<file path="config.mk">
export PLATFORM = sky130hd
export DESIGN_NAME = sci_frame_detect
export DESIGN_NICKNAME = d
export VERILOG_FILES = /design/src/rtl/sci_frame_detect_pkg.sv /design/src/rtl/sci_frame_detect_gap_timer.sv /design/src/rtl/sci_frame_detect.sv
export SDC_FILE = /design/constraint.sdc
export NUM_CORES = 1
export LEC_CHECK = 0
export ABC_AREA = 1
export CORE_UTILIZATION = 40
export DETAILED_ROUTE_END_ITERATION = 10
export PLACE_DENSITY = 0.69
export SLEW_MARGIN = 20
export SYNTH_ARGS = -nofsm -noshare
export SYNTH_HDL_FRONTEND = slang
export SYNTH_HIERARCHICAL = 1
export SYNTH_SLANG_ARGS = --single-unit
</file>
<file path="constraint.sdc">
create_clock -name clk -period 6.5 [get_ports clk]
set_input_delay 0.975 -clock clk [delete_from_list [all_inputs] [get_ports clk]]
set_output_delay 0.975 -clock clk [all_outputs]
set_load 0.02 [all_outputs]
</file>
<file path="src/rtl/sci_frame_detect_pkg.sv">
// Shared SCI definitions: frame-detector state encoding, default sync
// header bytes and the frame-status codes used to decode the close pulses.
package sci_frame_detect_pkg;

  // One-hot state encoding; the IDLE bit alone identifies "not busy".
  typedef enum logic [4:0] {
    S_IDLE = 5'b00001,
    S_HDR  = 5'b00010,
    S_LEN  = 5'b00100,
    S_PAY  = 5'b01000,
    S_CHK  = 5'b10000
  } sci_state_t;

  localparam logic [7:0] SCI_HDR0 = 8'hEB;
  localparam logic [7:0] SCI_HDR1 = 8'h90;

  // Reason a frame was closed; qualifies the end_instr pulse.
  localparam logic [1:0] ST_OK      = 2'd0;
  localparam logic [1:0] ST_CHK_ERR = 2'd1;
  localparam logic [1:0] ST_LEN_ERR = 2'd2;
  localparam logic [1:0] ST_GAP     = 2'd3;

endpackage

</file>
<file path="src/rtl/sci_frame_detect_gap_timer.sv">
// sci_gap_timer: inter-byte idle counter for the SCI frame detector.
// Ports:
//   clk, rst_n  clock, asynchronous active-low reset
//   i_clear     zero the counter (byte received or detector idle)
//   i_run       count one cycle
//   o_expire    high in the cycle whose edge completes GAP_CYC idle cycles
module sci_gap_timer #(
  parameter int GAP_CYC = 5000,
  parameter int GAP_W   = 16
) (
  input  logic clk,
  input  logic rst_n,
  input  logic i_clear,
  input  logic i_run,
  output logic o_expire
);

  localparam logic [GAP_W-1:0] LAST_CNT = GAP_W'(GAP_CYC - 1);

  logic [GAP_W-1:0] r_cnt;

  always_ff @(posedge clk or negedge rst_n) begin
    if (!rst_n) begin
      r_cnt <= '0;
    end else if (i_clear) begin
      r_cnt <= '0;
    end else if (i_run) begin
      r_cnt <= r_cnt + GAP_W'(1);
    end
  end

  // A clear in the same cycle (byte arriving) suppresses expiry.
  assign o_expire = i_run && !i_clear && (r_cnt == LAST_CNT);

endmodule

</file>
<file path="src/rtl/sci_frame_detect.sv">
// sci_frame_detect: frames SCI instructions in the received UART byte
// stream (HDR0 HDR1 LEN P[0..LEN-1] CHK, CHK = LEN + sum P mod 256) and
// pulses new_instr / end_instr for the ping-pong bank controller.
// Ports:
//   clk, rst_n    clock, asynchronous active-low reset
//   enable        detector enable; low forces IDLE silently
//   rx_valid      one-cycle strobe qualifying rx_data
//   rx_data       received byte
//   new_instr     pulse: header complete
//   end_instr     pulse: frame closed, qualified by exactly one of
//   frame_ok / chk_err / len_err / gap_timeout
//   payload_len   LEN of the current/last legal frame
//   busy          detector is not IDLE
module sci_frame_detect
  import sci_frame_detect_pkg::*;
#(
  parameter logic [7:0] HDR0    = SCI_HDR0,
  parameter logic [7:0] HDR1    = SCI_HDR1,
  parameter logic [7:0] MAX_LEN = 8'd64,
  parameter int         GAP_CYC = 5000,
  parameter int         GAP_W   = 16
) (
  input  logic       clk,
  input  logic       rst_n,
  input  logic       enable,
  input  logic       rx_valid,
  input  logic [7:0] rx_data,
  output logic       new_instr,
  output logic       end_instr,
  output logic       frame_ok,
  output logic       chk_err,
  output logic       len_err,
  output logic       gap_timeout,
  output logic [7:0] payload_len,
  output logic       busy
);

  sci_state_t r_state, w_state_nxt;
  logic [7:0] r_acc, w_acc_nxt;
  logic [7:0] r_cnt, w_cnt_nxt;
  logic [7:0] r_len, w_len_nxt;
  logic       w_new_nxt, w_end_nxt;
  logic [1:0] w_status;
  logic       r_new, r_end, r_ok, r_chk_err, r_len_err, r_gap;
  logic       w_busy, w_gap_clear, w_gap_expire;

  assign w_busy      = (r_state != S_IDLE);
  assign w_gap_clear = !w_busy || rx_valid || !enable;

  sci_gap_timer #(
    .GAP_CYC (GAP_CYC),
    .GAP_W   (GAP_W)
  ) u_gap_timer (
    .clk      (clk),
    .rst_n    (rst_n),
    .i_clear  (w_gap_clear),
    .i_run    (w_busy),
    .o_expire (w_gap_expire)
  );

  always_ff @(posedge clk or negedge rst_n) begin
    if (!rst_n) begin
      r_state <= S_IDLE;
    end else begin
      r_state <= w_state_nxt;
    end
  end

  always_comb begin
    w_state_nxt = r_state;
    w_acc_nxt   = r_acc;
    w_cnt_nxt   = r_cnt;
    w_len_nxt   = r_len;
    w_new_nxt   = 1'b0;
    w_end_nxt   = 1'b0;
    w_status    = ST_OK;
    if (!enable) begin
      w_state_nxt = S_IDLE;
    end else if (rx_valid) begin
      // A received byte always takes priority over gap expiry.
      unique case (r_state)
        S_IDLE: begin
          if (rx_data == HDR0) w_state_nxt = S_HDR;
        end
        S_HDR: begin
          if (rx_data == HDR1) begin
            w_state_nxt = S_LEN;
            w_new_nxt   = 1'b1;
          end else if (rx_data != HDR0) begin
            w_state_nxt = S_IDLE;
          end
        end
        S_LEN: begin
          if ((rx_data != 8'd0) && (rx_data <= MAX_LEN)) begin
            w_state_nxt = S_PAY;
            w_len_nxt   = rx_data;
            w_acc_nxt   = rx_data;
            w_cnt_nxt   = 8'd0;
          end else begin
            w_state_nxt = S_IDLE;
            w_end_nxt   = 1'b1;
            w_status    = ST_LEN_ERR;
          end
        end
        S_PAY: begin
          w_acc_nxt = r_acc + rx_data;
          w_cnt_nxt = r_cnt + 8'd1;
          if (r_cnt == r_len - 8'd1) w_state_nxt = S_CHK;
        end
        S_CHK: begin
          w_state_nxt = S_IDLE;
          w_end_nxt   = 1'b1;
          w_status    = (rx_data == r_acc) ? ST_OK : ST_CHK_ERR;
        end
        default: w_state_nxt = S_IDLE;
      endcase
    end else if (w_gap_expire) begin
      w_state_nxt = S_IDLE;
      w_end_nxt   = 1'b1;
      w_status    = ST_GAP;
    end
  end

  // Registered datapath and status pulses, decoded from the close reason.
  always_ff @(posedge clk or negedge rst_n) begin
    if (!rst_n) begin
      r_acc     <= 8'd0;
      r_cnt     <= 8'd0;
      r_len     <= 8'd0;
      r_new     <= 1'b0;
      r_end     <= 1'b0;
      r_ok      <= 1'b0;
      r_chk_err <= 1'b0;
      r_len_err <= 1'b0;
      r_gap     <= 1'b0;
    end else begin
      r_acc     <= w_acc_nxt;
      r_cnt     <= w_cnt_nxt;
      r_len     <= w_len_nxt;
      r_new     <= w_new_nxt;
      r_end     <= w_end_nxt;
      r_ok      <= w_end_nxt && (w_status == ST_OK);
      r_chk_err <= w_end_nxt && (w_status == ST_CHK_ERR);
      r_len_err <= w_end_nxt && (w_status == ST_LEN_ERR);
      r_gap     <= w_end_nxt && (w_status == ST_GAP);
    end
  end

  assign new_instr   = r_new;
  assign end_instr   = r_end;
  assign frame_ok    = r_ok;
  assign chk_err     = r_chk_err;
  assign len_err     = r_len_err;
  assign gap_timeout = r_gap;
  assign payload_len = r_len;
  assign busy        = w_busy;

endmodule
</file>
After elaboration in Yosys (flattened, before gate mapping)

Cells that the tools add are included.

Register bits: 51
Input port bits: 12
Output and inout port bits: 15
Word-level logic and storage cells: 85

$add $sub $neg: 4
$lt $le $gt $ge: 1
Eq/ne operators: 20
Mux-type cells: 30
Reductions and logical operators: 19

Operator list:

| kind                    | count |
|---|---|
| $mux W5                 | 7 |
| $mux W16                | 2 |
| $pmux W8 S2             | 2 |
| $pmux W5 S4             | 1 |
| $add A16 B1 Y16 const B | 1 |
| $eq A16 B13 Y1 const B  | 1 |
| $eq A8 B8 Y1            | 2 |
| $eq A8 B8 Y1 const B    | 2 |
| $mux W8                 | 2 |
| $reduce_and A4 Y1       | 3 |
| $mux W1                 | 9 |
| $add A8 B1 Y8 const B   | 1 |
| $add A8 B8 Y8           | 1 |
| $le A8 B7 Y1 const B    | 1 |
| $mux W2                 | 4 |
| $ne A4 B4 Y1 const B    | 2 |
| $ne A8 B8 Y1 const B    | 1 |
| $reduce_bool A8 Y1      | 1 |
| $sub A8 B1 Y8 const B   | 1 |
| $logic_and A1 B1 Y1     | 7 |
| $eq A5 B1 Y1 const B    | 1 |
| $eq A5 B2 Y1 const B    | 1 |
| $eq A5 B3 Y1 const B    | 1 |
| $eq A5 B4 Y1 const B    | 1 |
| other kinds (14)        | 19 |

Longest topological paths before layout

Word-level depth: 12
Depth in mapped cells: 14
Depth with buffers taken out: 14

Modules after synthesis

Netlist, hierarchy kept.

By module, submodules not included:

| module           | instances | cells an instance | area an instance (sq um) | seq. area each (sq um) |
|---|---|---|---|---|
| sci_frame_detect | 1         | 311               | 2321.0                   | 877.1 |
| sci_gap_timer    | 1         | 130               | 927.1                    | 400.4 |

Worst setup path before layout

Ideal clock, no wire load.

Kind: input port to flip-flop
From: input port rx_data[0]
To: register r_acc[6]
Setup time: 0.116 ns
Arrival time: 2.267 ns
Required time: 6.384 ns
Setup slack: 4.116 ns
Stages on the path: 12
Path buffers: 0
Cell sequence: ha_1 inv_1 fa_1 o21ai_0 nand2_1 nand2_1 a21o_1 nand2_1 nand3_1 nand2_1 nand2_1 nand2_1

Longest elaborated chain between the ends: 4
Elaborated cells between the ends (all ways): 7
Classes of those cells: add/sub (1); order compare (1); eq/ne (1); mux (1); reduce/logical (3)

RTL lines:

| element                                                   | line                    | text |
|---|---|---|
| start: declaration                                        | sci_frame_detect.sv:27  | `input logic [7:0] rx_data,` |
| $le A8 B7 Y1 / $reduce_bool A8 Y1 (equally long branches) | sci_frame_detect.sv:94  | `if ((rx_data != 8'd0) && (rx_data <= MAX_LEN)) begin` |
| $logic_and A1 B1 Y1                                       | sci_frame_detect.sv:94  |  |
| $ne A2 B2 Y1 (no line)                                    | -                       |  |
| $reduce_and A4 Y1 (no line)                               | -                       |  |
| end signal: assignment                                    | sci_frame_detect.sv:137 | `r_acc <= w_acc_nxt;` |
| end: declaration                                          | sci_frame_detect.sv:39  | `logic [7:0] r_acc, w_acc_nxt;` |

Several ways; a longest one is shown, not always the timed one.
A chain may end at the register's enable or synchronous reset.

Worst setup path in the final report

From: register r_state[2]
To: output port busy

Longest elaborated chain between the ends: 1

RTL lines:

| element                  | line                   | text |
|---|---|---|
| start: declaration       | sci_frame_detect.sv:38 | `sci_state_t r_state, w_state_nxt;` |
| start signal: assignment | sci_frame_detect.sv:65 | `r_state <= w_state_nxt;` |
| $ne A5 B1 Y1             | sci_frame_detect.sv:47 | `assign w_busy = (r_state != S_IDLE);` |
| end: declaration         | sci_frame_detect.sv:35 | `output logic busy` |

No other way between the ends.

==> results.cfg <==
[sta]
clock_skew_ns = 0.00634
clock.fmax_mhz = 330
setup_viol = 0
relSlewSlack_pct = 46.8
tns_ns = 0
maxSlewViolCount = 0
rsz0062_at_grt = false
tightest_slew_ns = 0.796
hold_viol = 0
post-route-min-period_ns = 3.03
post-route-period-util_pct = 46.6

[layout]
num-fill-cells = 823
syn2layout_area_growth_pct = 14.2
final_core_util_pct = 47.5
drive_gt1_share_pct = 9.55
nNetsFinal = 493
antennaDiodeCount = 0
design_area_um2 = 3710

[synth]
synthFlopType = dfrtp_1
syn_avg_cell_area_um2 = 7.37
synth_edf_count = 0
syn_inst = 441
synthTopCellsByCount = nand2_1 (120), nor2_1 (55), dfrtp_1 (50)
mappedNetlistArea_um2 = 3250
yosys_warnings = 6
synth.most_common_cell = nand2_1
synth.lib_cells_used.distinct = 39
synthTopCellsByArea = dfrtp_1 (39%), nand2_1 (14%), nor2_1 (6.4%)
synth_top_area_share_pct = 38.5
synth_nets = 464
ys_async_sr_fraction_pct = 100
synth-seq-cells = 51
synth_top_cell_by_area = dfrtp_1
synth-seq-area-share_pct = 39.3

[route]
highest_layer = met4
wl_met3_um = 252
viasPerCell = 5.04
dr_wl_met2_um = 3140
met1_length_um = 3650
ant_nets = 0
drtIter0Drc = 148
wirelength_um = 7190
drt_drc_violations_left = 0
drt_first_pass_iters = 4
vias = 2886
post_drt_wl_per_cell_um = 12.5

[placed_design]
portBuffers = 26
dp_hpwl_um = 5400
gp_congestion = 0.823
dpl-instance-area_um2 = 3610

[cts]
clk_pin_slew_ns = 0.09
cts_resized = 0
htreeDepth = 2
cts_buffer_depth = 2
cts_hold_buf = 0
postCtsSetupBuffers = 0
tritoncts = done
cts.sinks = 51
clk_latency_ns = 0.30
cts-root-buf = clkbuf_8
numCtsBuffers = 5

[pwr]
cellPowerDensity_nw_per_um2 = 167
p_sw_uw = 165
pwr-share-clk_pct = 32.5
seqPwrFrac_pct = 53.6
power_uw = 618
p_int_uw = 453
swShare_pct = 26.7
irDropWorstVdd_uv = 129
p_comb_share_pct = 13.8
p_leak_uw = 0.00173

[job]
maxCapViolCount = 0

[floorplan]
dieWidth_um = 92.1
core_area_um2 = 7810
rows = 32
ios = 27
die-area_um2 = 8480
die_y_um = 92.1
start_util_pct = 41.6

[grt]
antenna_found_initial = 0
track_usage_pct = 18.7
grt_first_pass_wirelength_um = 12800
grt_max_degree = 52
grt_pass1_vias = 2823
overflow = 0

[setup_path]
cp-start-kind = flip-flop
critPathMaxFanout = 11
critical_path_class = flip-flop to output port
end_kind = output port
cp.arrival_ns = 2.05
critPathRequiredTime_ns = 5.52

[outcome]
status = complete, no violations

[worst_hold_path]
hold_class = flip-flop to flip-flop
routing by layer:
metal / vias up / track usage (%)
li1: 1486 / -
met1: 1331 / 26.0
met2: 54 / 28.9
met3: 15 / 2.65
met4: 0 / 8.07
met5: - / 0
worst paths after layout:
kind / startpoint / end / slack, ns / cells past startpoint
worst max register to register: r_state[2] / len_err / 3.89 / 11
min in group asynchronous: rst_n / payload_len[7] / 0.77 / 2
worst min register to register: r_state[0] / r_state[0] / 0.50 / 2
max in group asynchronous: rst_n / u_gap_timer/r_cnt[9] / 5.28 / 2
worst min-delay path: r_state[0] / r_state[0] / 0.50 / 2
worst max-delay path: r_state[2] / busy / 3.47 / 3
worst max-delay path, cell delays in order, from the launching register on:
cell and delay [ns]:
dfrtp_1 0.42, nor2_1 0.20, nand4_1 0.45, clkdlybuf4s50_1 0.69
flip-flops by register name, indices dropped and copies added, names as in the netlist, 5 cells and up:
name / cells
u_gap_timer/r_cnt: 16
r_state: 5
payload_len: 8
r_cnt: 8
r_acc: 8
logic make-up after synthesis:
kind of cell	share of synthesized area, %
AND/OR/NAND/NOR	33.4
flip-flops	39.3
AO/OA/AOI/OAI	11.4
XOR/XNOR	4.04
adder cells (fa/ha/maj)	4.47
buffers and inverters	7.36
layout make-up:
| type | instances | area, µm² | area share, % |
|---|---|---|---|
| timing repair buffer | 27 | 263 | 7.08 |
| sequential | 51 | 1280 | 34.4 |
| multi-input combinational | 330 | 1730 | 46.7 |
| inverter | 55 | 206 | 5.56 |
| clock buffer | 7 | 96.3 | 2.60 |
| tap | 102 | 128 | 3.44 |
| clock inverter | 1 | 7.51 | 0.202 |
power by group through the flow:
stage	logic, µW	registers, µW	clock network, µW
after global placement	85.4	337	0
after detailed placement	86.1	338	0
after CTS	86.5	331	211
after global routing	97.3	333	223
final	85.4	332	201
after floorplan	53.6	337	0
per-stage QoR:
step / hold WS (ns) / worst slack (ns) / std cells
final: 0.496 / 3.47 / 573
after floorplan: 0.453 / 4.12 / 441
after global routing: 0.526 / 3.30 / 573
after detailed placement: 0.476 / 3.37 / 565
after global placement: 0.470 / 3.39 / 565
after CTS: 0.501 / 3.44 / 573
layout by cell type (no fill, tap or decap), types with 2 or more instances in the layout:
cell             count
xor2_1               6
nor2_4               4
nand2_1            120
nor4_1               3
nor2_1              55
or2_2                2
xnor2_1              9
inv_1               44
o21ai_1             10
ha_1                10
o31ai_2              7
clkdlybuf4s50_1     25
nor3_1               9
nand2_2              4
o21ai_0             11
clkinv_1             2
dfrtp_1             50
clkbuf_8             7
nor2_2               2
a21oi_1             18
o211ai_1             2
a21oi_2              2
inv_2                9
nand4_1              7
nand3_1             38
Note: power is estimated with default switching activity, not from simulation.
